### src/rtl/nibble_serial_cla_adder_if.sv
// Operand/result handshake bundle for nibble_serial_cla_adder.
// Optional macro SERIAL_ADD_SUB_EN adds the Sub control line.
// master = operand source / result consumer, slave = the adder.
interface nibble_serial_cla_adder_if #(
    parameter int WIDTH = 16
);
    logic             start_valid;
    logic             start_ready;
    logic [WIDTH-1:0] A;
    logic [WIDTH-1:0] B;
    logic             Cin;
`ifdef SERIAL_ADD_SUB_EN
    logic             Sub;
`endif
    logic             done_valid;
    logic             done_ready;
    logic [WIDTH-1:0] Sum;
    logic             Cout;
    logic             Ovf;

`ifdef SERIAL_ADD_SUB_EN
    modport master (
        output start_valid, A, B, Cin, Sub, done_ready,
        input  start_ready, done_valid, Sum, Cout, Ovf
    );
    modport slave (
        input  start_valid, A, B, Cin, Sub, done_ready,
        output start_ready, done_valid, Sum, Cout, Ovf
    );
`else
    modport master (
        output start_valid, A, B, Cin, done_ready,
        input  start_ready, done_valid, Sum, Cout, Ovf
    );
    modport slave (
        input  start_valid, A, B, Cin, done_ready,
        output start_ready, done_valid, Sum, Cout, Ovf
    );
`endif
endinterface

### src/rtl/nibble_serial_cla_adder.sv
// Nibble-serial adder: one 4-bit carry-lookahead slice per clock,
// carry rippled through a register between nibbles. NIB = WIDTH/4 cycles
// per operation. Optional macro SERIAL_ADD_SUB_EN enables A - B via Sub.
module nibble_serial_cla_adder #(
    parameter int WIDTH = 16
) (
    input  logic                      clk,
    input  logic                      rst_n,
    nibble_serial_cla_adder_if.slave  bus
);
    localparam int NIB = WIDTH / 4;
    localparam int CW  = (NIB > 1) ? $clog2(NIB) : 1;

    typedef enum logic [1:0] {
        IDLE = 2'd0,
        RUN  = 2'd1,
        DONE = 2'd2
    } state_t;

    state_t           state_q, state_d;
    logic [WIDTH-1:0] a_q, a_d;
    logic [WIDTH-1:0] b_q, b_d;
    logic [WIDTH-1:0] sum_q, sum_d;
    logic             carry_q, carry_d;
    logic [CW-1:0]    cnt_q, cnt_d;
    logic             cout_q, cout_d;
    logic             ovf_q, ovf_d;
    logic             done_valid_q, done_valid_d;

    logic [3:0]       p, g, sum_nib;
    logic [4:0]       c;
    logic [WIDTH-1:0] b_load;
    logic             carry_load;

    // Operand B and initial carry as loaded at accept (inverted B and
    // forced carry-in of 1 turn the adder into a subtractor).
`ifdef SERIAL_ADD_SUB_EN
    always_comb begin
        b_load     = bus.Sub ? ~bus.B : bus.B;
        carry_load = bus.Sub ? 1'b1   : bus.Cin;
    end
`else
    always_comb begin
        b_load     = bus.B;
        carry_load = bus.Cin;
    end
`endif

    // 4-bit lookahead carry cell on the low nibble of the operand shifters.
    always_comb begin
        p    = a_q[3:0] ^ b_q[3:0];
        g    = a_q[3:0] & b_q[3:0];
        c[0] = carry_q;
        c[1] = g[0] | (p[0] & c[0]);
        c[2] = g[1] | (p[1] & g[0]) | (p[1] & p[0] & c[0]);
        c[3] = g[2] | (p[2] & g[1]) | (p[2] & p[1] & g[0])
             | (p[2] & p[1] & p[0] & c[0]);
        c[4] = g[3] | (p[3] & g[2]) | (p[3] & p[2] & g[1])
             | (p[3] & p[2] & p[1] & g[0])
             | (p[3] & p[2] & p[1] & p[0] & c[0]);
        sum_nib = p ^ c[3:0];
    end

    // Next-state and datapath updates for the IDLE/RUN/DONE sequence.
    always_comb begin
        state_d      = state_q;
        a_d          = a_q;
        b_d          = b_q;
        sum_d        = sum_q;
        carry_d      = carry_q;
        cnt_d        = cnt_q;
        cout_d       = cout_q;
        ovf_d        = ovf_q;
        done_valid_d = done_valid_q;
        case (state_q)
            IDLE: begin
                if (bus.start_valid) begin
                    a_d     = bus.A;
                    b_d     = b_load;
                    carry_d = carry_load;
                    cnt_d   = '0;
                    state_d = RUN;
                end
            end
            RUN: begin
                a_d     = a_q >> 4;
                b_d     = b_q >> 4;
                carry_d = c[4];
                // New nibble enters at the MSB end so after NIB shifts
                // the first nibble processed sits at bits [3:0].
                sum_d   = (sum_q >> 4) | (WIDTH'(sum_nib) << (WIDTH - 4));
                cnt_d   = cnt_q + CW'(1);
                if (cnt_q == CW'(NIB - 1)) begin
                    cout_d       = c[4];
                    ovf_d        = c[4] ^ c[3];
                    done_valid_d = 1'b1;
                    cnt_d        = '0;
                    state_d      = DONE;
                end
            end
            DONE: begin
                if (bus.done_ready) begin
                    done_valid_d = 1'b0;
                    state_d      = IDLE;
                end
            end
            default: begin
                state_d      = IDLE;
                done_valid_d = 1'b0;
            end
        endcase
    end

    // State and datapath registers; reset discards any in-flight result.
    always_ff @(posedge clk or negedge rst_n) begin
        if (!rst_n) begin
            state_q      <= IDLE;
            a_q          <= '0;
            b_q          <= '0;
            sum_q        <= '0;
            carry_q      <= 1'b0;
            cnt_q        <= '0;
            cout_q       <= 1'b0;
            ovf_q        <= 1'b0;
            done_valid_q <= 1'b0;
        end else begin
            state_q      <= state_d;
            a_q          <= a_d;
            b_q          <= b_d;
            sum_q        <= sum_d;
            carry_q      <= carry_d;
            cnt_q        <= cnt_d;
            cout_q       <= cout_d;
            ovf_q        <= ovf_d;
            done_valid_q <= done_valid_d;
        end
    end

    assign bus.start_ready = (state_q == IDLE);
    assign bus.done_valid  = done_valid_q;
    assign bus.Sum         = sum_q;
    assign bus.Cout        = cout_q;
    assign bus.Ovf         = ovf_q;
endmodule

### src/flat_wrapper.sv
// flat-port wrapper written by rule: the top's interface ports become plain ports
module nibble_serial_cla_adder_flat 
#(
    parameter int WIDTH = 16
)
  (clk, rst_n, bus_start_valid, bus_A, bus_B, bus_Cin, bus_done_ready, bus_start_ready, bus_done_valid, bus_Sum, bus_Cout, bus_Ovf);
  nibble_serial_cla_adder_if #(.WIDTH(WIDTH)) bus_i ();
  input  logic clk;
  input  logic rst_n;
  input wire logic [$bits(bus_i.start_valid)-1:0] bus_start_valid;
  input wire logic [$bits(bus_i.A)-1:0] bus_A;
  input wire logic [$bits(bus_i.B)-1:0] bus_B;
  input wire logic [$bits(bus_i.Cin)-1:0] bus_Cin;
  input wire logic [$bits(bus_i.done_ready)-1:0] bus_done_ready;
  output wire logic [$bits(bus_i.start_ready)-1:0] bus_start_ready;
  output wire logic [$bits(bus_i.done_valid)-1:0] bus_done_valid;
  output wire logic [$bits(bus_i.Sum)-1:0] bus_Sum;
  output wire logic [$bits(bus_i.Cout)-1:0] bus_Cout;
  output wire logic [$bits(bus_i.Ovf)-1:0] bus_Ovf;
  assign bus_i.start_valid = bus_start_valid;
  assign bus_i.A = bus_A;
  assign bus_i.B = bus_B;
  assign bus_i.Cin = bus_Cin;
  assign bus_i.done_ready = bus_done_ready;
  assign bus_start_ready = bus_i.start_ready;
  assign bus_done_valid = bus_i.done_valid;
  assign bus_Sum = bus_i.Sum;
  assign bus_Cout = bus_i.Cout;
  assign bus_Ovf = bus_i.Ovf;
  nibble_serial_cla_adder #(.WIDTH(WIDTH)) u_core (.clk(clk), .rst_n(rst_n), .bus(bus_i));
endmodule
### config.mk
export PLATFORM = sky130hd
export DESIGN_NAME = nibble_serial_cla_adder_flat
export DESIGN_NICKNAME = d
export VERILOG_FILES = /design/src/rtl/nibble_serial_cla_adder_if.sv /design/src/rtl/nibble_serial_cla_adder.sv /design/src/flat_wrapper.sv
export SDC_FILE = /design/constraint.sdc
export NUM_CORES = 1
export LEC_CHECK = 0
export ABC_AREA = 1
export CORE_ASPECT_RATIO = 0.9
export CORE_UTILIZATION = 40
export CTS_CLUSTER_DIAMETER = 50
export DETAILED_ROUTE_END_ITERATION = 6
export GPL_ROUTABILITY_DRIVEN = 0
export PLACE_DENSITY = 0.67
export SYNTH_ARGS = -nofsm -noshare
export SYNTH_HDL_FRONTEND = slang
export SYNTH_SLANG_ARGS = --single-unit
### constraint.sdc
create_clock -name clk -period 2.28 [get_ports clk]
set_input_delay 0.342 -clock clk [delete_from_list [all_inputs] [get_ports clk]]
set_output_delay 0.342 -clock clk [all_outputs]
set_load 0.02 [all_outputs]
==> impl_metrics.csv, run 1 <==
group,metric,value,unit
global_routing,met3_usage,0.0394,
worst_setup_path,cp-end-kind,"output port",
placement,dp_hpwl,3.47,mm
power_and_ir_drop,p_leak,0.00147,uW
floorplanning,core_area,6110,sq um
global_routing,grt_max_degree,42,
yosys,synth_nets,328,
cts,clockBufferDepth,2,
status,status,"completed",
global_routing,first_global_vias,1920,
worst_setup_path,timing.rr.start,"u_core.b_q[1]$_DFFE_PN0P_",
worst_setup_path,critical_path.max_fanout,7,
yosys,yosys.area.top_type,"dfrtp_1",
timing,finalHoldViolations,0,
drt,drt_iter0_markers,121,
yosys,synth_xor_area_frac,0.00345,
floorplanning,pin_count,57,
cts,cts_hold_buf,0,
cts,cts_tree,"done",
timing,fmax,0.544,GHz
worst_setup_path,cp_top_family,"buffers and inverters",
job,drv_cap,0,
cts,clk_latency,310,ps
drt,vias,2065,
worst_setup_path,r2r.worst_path.cells,8,
yosys,syn_area,2540,sq um
cts,cts_root_buffer,"clkbuf_8",
power_and_ir_drop,totalPowerFinal,4690,uW
layout,final_cell_mix,"60 x nand2_1, 56 x dfrtp_1, 55 x clkdlybuf4s50_1",
yosys,ys_seq_area_frac,0.553,
yosys,synth_fa_ha_area_frac,0.0326,
placement,port_buffers,56,
yosys,synth_top_family_by_area,"simple AND/OR/NAND/NOR gates",
floorplanning,num_rows,27,
global_routing,grt_use_met2,0.273,
layout,layout-drive-gt1-share,0.0564,
yosys,netlist_instances,285,
layout,final_common_cell,"nand2_1",
timing,whs,31.5,ps
worst_setup_path,crit_arrival,1500,ps
global_routing,met1_usage,0.213,
yosys,synth-compound-area-share,0.167,
worst_setup_path,reg2reg_slack,620,ps
global_routing,grt_first_pass_wirelength,8.63,mm
power_and_ir_drop,ir_drop,0.000526,V
cts,path_clk_slew,90,ps
global_routing,busiest_layer,"met2",
timing,rsz0062_at_grt,"no",
cts,cts_made_buffers,5,
timing,post-route-min-period,1840,ps
cts,cts_setup_buffers,0,
layout,antenna_cells,0,
worst_setup_path,worst-path-buf-inv,1,
timing,finalSetupViolCount,0,
power_and_ir_drop,p_per_area,1440,nW/um^2
worst_setup_path,slowest_delay,600,ps
timing,fin_tns_setup,0,ps
worst_setup_path,cpMaxStageDelayCell,"clkdlybuf4s50_1",
yosys,avgSynthCellArea,8.90,sq um
global_routing,antenna_found_initial,0,
worst_setup_path,critPathKind,"flop to output port",
yosys,ys_ff_latch,56,
placement,dp_cells,417,
yosys,synth_top_area_share,0.553,
yosys,synthMuxAreaShare,0,
floorplanning,fp.dieArea,6660,sq um
cts,htreeDepth,2,
drt,wl_per_cell,12.2,um
floorplanning,die_w,85.9,um
drt,route.detailed.drc,0,
timing,clock_skew,6.78,ps
placement,placed_cell_area,3150,sq um
cts,cts.repair.resized,0,
worst_setup_path,cp.required,1940,ps
drt,routed_via_density,4.87,
timing,fin_crit_sh,0.806,
floorplanning,die_height,77.5,um
min_path,min_path_type,"primary input to async pin",
timing,max_slew_margin,0.559,
layout,fin_cells,424,
global_routing,grt-ovfl-total,0,
drt,ant_nets,0,
timing,drv_slew,0,
worst_setup_path,worstSetupStartpointType,"flop",
worst_setup_path,crit_chain,"nor2_1 > clkdlybuf4s50_1",
global_routing,track_usage,0.166,
yosys,netlist_top_cells_area,"dfrtp_1 55%, nand2_1 8.9%, o21ai_0 8.7%",
yosys,ys_warn_count,0,
yosys,synth-simple-area-share,0.177,
cts,clock-sinks,56,
worst_setup_path,worstReg2RegEnd,"u_core.carry_q$_DFFE_PN0P_",
layout,area_delta_synth_final,27.9,%
drt,wirelength,5.18,mm
layout,fin_area,3240,sq um
drt,drtPass1Iterations,4,
layout,nets,380,
yosys,ys_types,24,
timing,tightest_slew,661,ps
floorplanning,initial_core_util,0.415,
routing by layer:
metal | vias up | share of wire
met1 | 962 | 0.46
met3 | 9 | 0.053
met2 | 60 | 0.47
met4 | 0 | 0.015
li1 | 1034 | -
met5 | - | 0
worst max-delay path by stage:
stage | from | to | slack, ps | depth (start not counted)
global route | u_core.state_q[0]$_DFFE_PN0P_ | bus_start_ready | 360 | 2
CTS | u_core.state_q[0]$_DFFE_PN0P_ | bus_start_ready | 430 | 2
global placement | bus_start_valid | u_core.carry_q$_DFFE_PN0P_ | 600 | 7
detailed placement | bus_start_valid | u_core.b_q[12]$_DFFE_PN0P_ | 570 | 4
floorplan | u_core.b_q[1]$_DFFE_PN0P_ | u_core.carry_q$_DFFE_PN0P_ | 790 | 8
finish | u_core.state_q[0]$_DFFE_PN0P_ | bus_start_ready | 440 | 2
final cells by class:
cell class / instances / area, sq um
Sequential cell: 56 / 1400
Multi-Input combinational cell: 193 / 965
Clock buffer: 7 / 96.3
Timing Repair Buffer: 59 / 591
Tap cell: 87 / 109
Inverter: 22 / 82.6
Fill cell: 579 / 2870
registers in the layout, indices dropped and copies added, names as in the netlist:
signal and cells:
u_core.bus.Cout 1, u_core.b_q 16, u_core.a_q 16, u_core.cnt_q 2, u_core.state_q 2, u_core.bus.Sum 16
u_core.carry_q 1, u_core.bus.done_valid 1, u_core.bus.Ovf 1
logic make-up (layout without fill, tap and decap cells):
family / after synthesis / in the layout
flip-flops: 56 / 56
AND/OR/NAND/NOR: 109 / 109
AO/OA/AOI/OAI: 77 / 77
buffers and inverters: 36 / 88
XOR/XNOR: 1 / 1
adder cells (fa/ha/maj): 6 / 6
synth_stat cells:
master and n:
a21oi_1 2, a22o_1 9, buf_2 7, buf_4 3
buf_6 2, clkbuf_1 2, dfrtp_1 56, fa_1 1
ha_1 5, inv_1 20, inv_2 2, nand2_1 60
nand2_2 2, nand2_4 1, nand3_1 9, nand4_1 1
nor2_1 32, nor2_4 1, nor3_1 1, o21ai_0 44
o21ai_1 18, o22ai_1 4, or2_2 2, xor2_1 1
through the flow:
| stage | worst slack (ps) | util |
|---|---|---|
| after floorplan | 794 | - |
| after global placement | 604 | 0.515 |
| after detailed placement | 569 | 0.515 |
| after CTS | 429 | 0.531 |
| after global routing | 358 | 0.531 |
| final | 443 | 0.531 |
where the power goes:
| part | internal [uW] | total, uW | switching [uW] |
|---|---|---|---|
| clock network | 271 | 579 | 307 |
| registers | 1460 | 1720 | 255 |
| logic | 960 | 2390 | 1430 |
| total | 2690 | 4690 | 2000 |
Note: power is estimated with default switching activity, not from simulation.
==> inputs of run 2 (changes only) <==
Clock period 2.28 ns to 1.9 ns, I/O delays scaled along.
==> impl_metrics.csv, run 2 (same netlist as run 1, synthesis figures left out) <==
group,metric,value,unit
layout,final_common_cell,"nand2_1",
timing,finalHoldViolations,0,
power_and_ir_drop,switchingPower,2410,uW
timing,post-route-min-period,1780,ps
placement,dp_hpwl,3.52,mm
timing,tightest_slew,592,ps
cts,clock-sinks,56,
power_and_ir_drop,p_per_area,1750,nW/um^2
placement,dp_cells,420,
global_routing,grt_max_degree,57,
cts,cts_root_buffer,"clkbuf_8",
floorplanning,die_height,77.5,um
power_and_ir_drop,switching_share,0.418,
min_path,min_path_type,"flop to flop",
worst_setup_path,cp.required,1620,ps
placement,port_buffers,56,
drt,drt_iter0_markers,135,
cts,htreeDepth,2,
global_routing,track_usage,0.169,
power_and_ir_drop,power_frac_clock,0.134,
cts,clockBufferDepth,2,
layout,seq_area,1400,sq um
floorplanning,initial_core_util,0.415,
timing,fmax,0.560,GHz
cts,cts_hold_buf,1,
drt,drtPass1Iterations,4,
worst_setup_path,critPathKind,"flop to output port",
floorplanning,pin_count,57,
drt,ant_nets,0,
job,drv_cap,0,
global_routing,met1_usage,0.236,
timing,max_slew_margin,0.605,
power_and_ir_drop,p_int,3360,uW
floorplanning,die_w,85.9,um
worst_setup_path,cp-end-kind,"output port",
drt,wl_per_cell,12.0,um
floorplanning,num_rows,27,
layout,layout-drive-gt1-share,0.0643,
layout,multi_input_area,965,sq um
global_routing,grt_use_met2,0.259,
worst_setup_path,crit_arrival,1500,ps
timing,clock_skew,11.2,ps
global_routing,met3_usage,0.0404,
global_routing,grt_first_pass_wirelength,8.87,mm
worst_setup_path,critical_path.max_fanout,7,
power_and_ir_drop,p_leak,0.00150,uW
layout,nets,384,
drt,routed_via_density,4.65,
floorplanning,core_area,6110,sq um
cts,cts_made_buffers,5,
timing,fin_crit_sh,0.939,
layout,num-fill-cells,575,
drt,wirelength,5.14,mm
layout,final_cell_mix,"60 x nand2_1, 56 x dfrtp_1, 55 x clkdlybuf4s50_1",
global_routing,grt-ovfl-total,0,
cts,cts.repair.resized,0,
power_and_ir_drop,comb_power_share,0.508,
layout,antenna_cells,0,
drt,vias,1996,
floorplanning,fp.dieArea,6660,sq um
worst_setup_path,worstSetupStartpointType,"flop",
global_routing,first_global_vias,1946,
power_and_ir_drop,totalPowerFinal,5770,uW
cts,cts_setup_buffers,0,
power_and_ir_drop,ir_drop,0.000699,V
timing,rsz0062_at_grt,"no",
timing,fin_tns_setup,0,ps
global_routing,antenna_found_initial,0,
global_routing,busiest_layer,"met2",
timing,finalSetupViolCount,0,
cts,path_clk_slew,90,ps
cts,cts_tree,"done",
layout,area_delta_synth_final,30.1,%
power_and_ir_drop,seq_power_share,0.358,
timing,drv_slew,0,
drt,route.detailed.drc,0,
status,status,"completed",
cts,clk_latency,310,ps
layout,fin_cells,429,
[run 2: final cells by class]
type | instances | area share
sequential | 56 | 0.425
multi-input combinational | 193 | 0.292
timing repair buffer | 63 | 0.193
tap | 87 | 0.0330
inverter | 22 | 0.0250
clock buffer | 6 | 0.0220
clock inverter | 2 | 0.0106
[run 2: worst paths after layout]
| path | startpoint | to | slack [ps] | depth (start not counted) |
|---|---|---|---|---|
| worst min-delay path | u_core.bus.Sum[1]$_DFFE_PN0P_ | u_core.bus.Sum[1]$_DFFE_PN0P_ | 480 | 2 |
| worst min register to register | u_core.bus.Sum[1]$_DFFE_PN0P_ | u_core.bus.Sum[1]$_DFFE_PN0P_ | 480 | 2 |
| worst max register to register | u_core.b_q[1]$_DFFE_PN0P_ | u_core.carry_q$_DFFE_PN0P_ | 290 | 8 |
| min in group asynchronous | rst_n | u_core.state_q[0]$_DFFE_PN0P_ | 500 | 3 |
| max in group asynchronous | rst_n | u_core.a_q[0]$_DFFE_PN0P_ | 1160 | 3 |
| worst max-delay path | u_core.state_q[0]$_DFFE_PN0P_ | bus_start_ready | 120 | 2 |
[run 2: critical path, stage by stage, from the launching register on]
cell             delay [ps]
dfrtp_1                 460
nor2_1                  130
clkdlybuf4s50_1         610
[run 2: power groups by stage]
stage | logic [uW] | clock network [uW] | registers (uW)
6_report | 2930 | 773 | 2070
5_1_grt | 3340 | 837 | 2140
3_3_place_gp | 2900 | 0 | 2080
2_1_floorplan | 1880 | 0 | 2240
3_5_place_dp | 2960 | 0 | 2090
4_1_cts | 2970 | 781 | 2070
[run 2: per-layer routing]
| metal | part of all wire | wire length, um |
|---|---|---|
| met4 | 0.0033 | 17 |
| met5 | 0 | 0 |
| met1 | 0.49 | 2520 |
| met2 | 0.46 | 2380 |
| met3 | 0.042 | 215 |
[run 2: through the flow]
step	util	hold slack (ps)	setup WS (ps)	instance area [sq um]
after floorplan	-	-10.6	414	2540
after global placement	0.521	309	361	3180
after detailed placement	0.521	310	317	3180
after CTS	0.540	491	103	3300
after global routing	0.540	510	36.6	3300
final	0.540	485	116	3300
==> inputs of run 3 (changes only) <==
Settings changed: CORE_ASPECT_RATIO 0.9 to not set, HOLD_SLACK_MARGIN set to 0.05.
==> impl_metrics.csv, run 3 (same netlist as run 1, synthesis figures left out) <==
group,metric,value,unit
timing,finalSetupViolCount,0,
status,status,"completed",
timing,fmax,0.561,GHz
power_and_ir_drop,switchingPower,2460,uW
drt,wl_per_cell,12.5,um
drt,routed_via_density,5.00,
global_routing,grt_first_pass_wirelength,8.91,mm
worst_setup_path,cp.required,1620,ps
worst_setup_path,critical_path.max_fanout,7,
layout,area_delta_synth_final,29.5,%
floorplanning,fp.dieArea,6660,sq um
job,drv_cap,0,
cts,htreeDepth,2,
power_and_ir_drop,power_frac_clock,0.116,
timing,drv_slew,0,
power_and_ir_drop,p_int,3260,uW
power_and_ir_drop,seq_power_share,0.363,
global_routing,track_usage,0.177,
timing,post-route-min-period,1780,ps
power_and_ir_drop,p_leak,0.00149,uW
cts,path_clk_slew,100,ps
cts,cts_root_buffer,"clkbuf_8",
min_path,min_path_type,"flop to flop",
drt,route.detailed.drc,0,
global_routing,grt_max_degree,34,
global_routing,first_global_vias,2014,
timing,finalWorstSetupSlack,118,ps
timing,fin_crit_sh,0.938,
cts,cts_made_buffers,5,
worst_setup_path,cp-end-kind,"output port",
placement,port_buffers,56,
worst_setup_path,worstSetupStartpointType,"flop",
power_and_ir_drop,comb_power_share,0.521,
timing,max_slew_margin,0.615,
drt,ant_nets,0,
drt,drt_iter0_markers,139,
floorplanning,pin_count,57,
power_and_ir_drop,p_per_area,1740,nW/um^2
layout,nets,384,
timing,fin_tns_setup,0,ps
cts,clk_latency,320,ps
drt,wirelength,5.22,mm
floorplanning,core_area,6030,sq um
timing,tightest_slew,577,ps
timing,clock_skew,11.4,ps
floorplanning,initial_core_util,0.421,
floorplanning,die_w,81.6,um
drt,vias,2086,
layout,layout-drive-gt1-share,0.0673,
cts,cts_tree,"done",
cts,clock-sinks,56,
worst_setup_path,critPathKind,"flop to output port",
power_and_ir_drop,ir_drop,0.000828,V
worst_setup_path,reg2reg_slack,290,ps
cts,clockBufferDepth,2,
placement,dp_slack,301,ps
layout,antenna_cells,0,
global_routing,antenna_found_initial,0,
layout,final_common_cell,"nand2_1",
drt,drtPass1Iterations,4,
timing,finalHoldViolations,0,
timing,whs,486,ps
power_and_ir_drop,switching_share,0.430,
floorplanning,die_height,81.6,um
cts,cts.repair.resized,0,
layout,final_cell_mix,"60 x nand2_1, 56 x dfrtp_1, 55 x clkdlybuf4s50_1",
floorplanning,num_rows,28,
worst_setup_path,crit_arrival,1500,ps
global_routing,grt-ovfl-total,0,
timing,rsz0062_at_grt,"no",
placement,dp_hpwl,3.68,mm
-- run 3: worst max-delay path, stage by stage, from the launching register on --
cell and delay (ps):
dfrtp_1 460, nor2_1 120, clkdlybuf4s50_1 600
-- run 3: worst paths after layout --
check	depth (start not counted)	startpoint	endpoint
worst min-delay path	2	u_core.a_q[4]$_DFFE_PN0P_	u_core.a_q[4]$_DFFE_PN0P_
worst max register to register	8	u_core.a_q[1]$_DFFE_PN0P_	u_core.carry_q$_DFFE_PN0P_
max in group asynchronous	3	rst_n	u_core.b_q[9]$_DFFE_PN0P_
worst max-delay path	2	u_core.state_q[0]$_DFFE_PN0P_	bus_start_ready
min in group asynchronous	2	rst_n	u_core.bus.Sum[6]$_DFFE_PN0P_
worst min register to register	2	u_core.a_q[4]$_DFFE_PN0P_	u_core.a_q[4]$_DFFE_PN0P_
-- run 3: stage by stage --
| step | std cells | total power, uW | instance area, sq um | utilization |
|---|---|---|---|---|
| floorplan | 285 | 4120 | 2540 | - |
| global placement | 408 | 5000 | 3180 | 0.528 |
| detailed placement | 408 | 5090 | 3180 | 0.528 |
| CTS | 417 | 5760 | 3280 | 0.545 |
| global route | 417 | 6280 | 3280 | 0.545 |
| finish | 417 | 5710 | 3280 | 0.545 |
-- run 3: cell type report --
cell class	instances	area [sq um]
clock buffer	5	68.8
clock inverter	3	23.8
fill	569	2740
inverter	22	82.6
multi-input combinational	193	965
sequential	56	1400
tap	75	93.8
timing repair buffer	63	648
-- run 3: repair_timing --
action | in CTS | in global routing
hold endpoints to repair | 24 | 0
buffers inserted | 0 | 0
hold buffers | 1 | 0
endpoints found under the setup margin | 0 | 0
-- run 3: per-layer routing --
metal	global-route usage	vias to the layer above	routed length, um
li1	-	1050	-
met1	0.228	973	2480
met2	0.299	56	2470
met3	0.0344	7	220
met4	0.0544	0	57
met5	0	-	0
-- run 3: power by group through the flow --
stage,logic (uW),clock network [uW],registers (uW)
6_report,2980,663,2070
5_1_grt,3410,728,2140
4_1_cts,3010,678,2070
3_5_place_dp,3000,0,2090
3_3_place_gp,2920,0,2080
2_1_floorplan,1880,0,2240
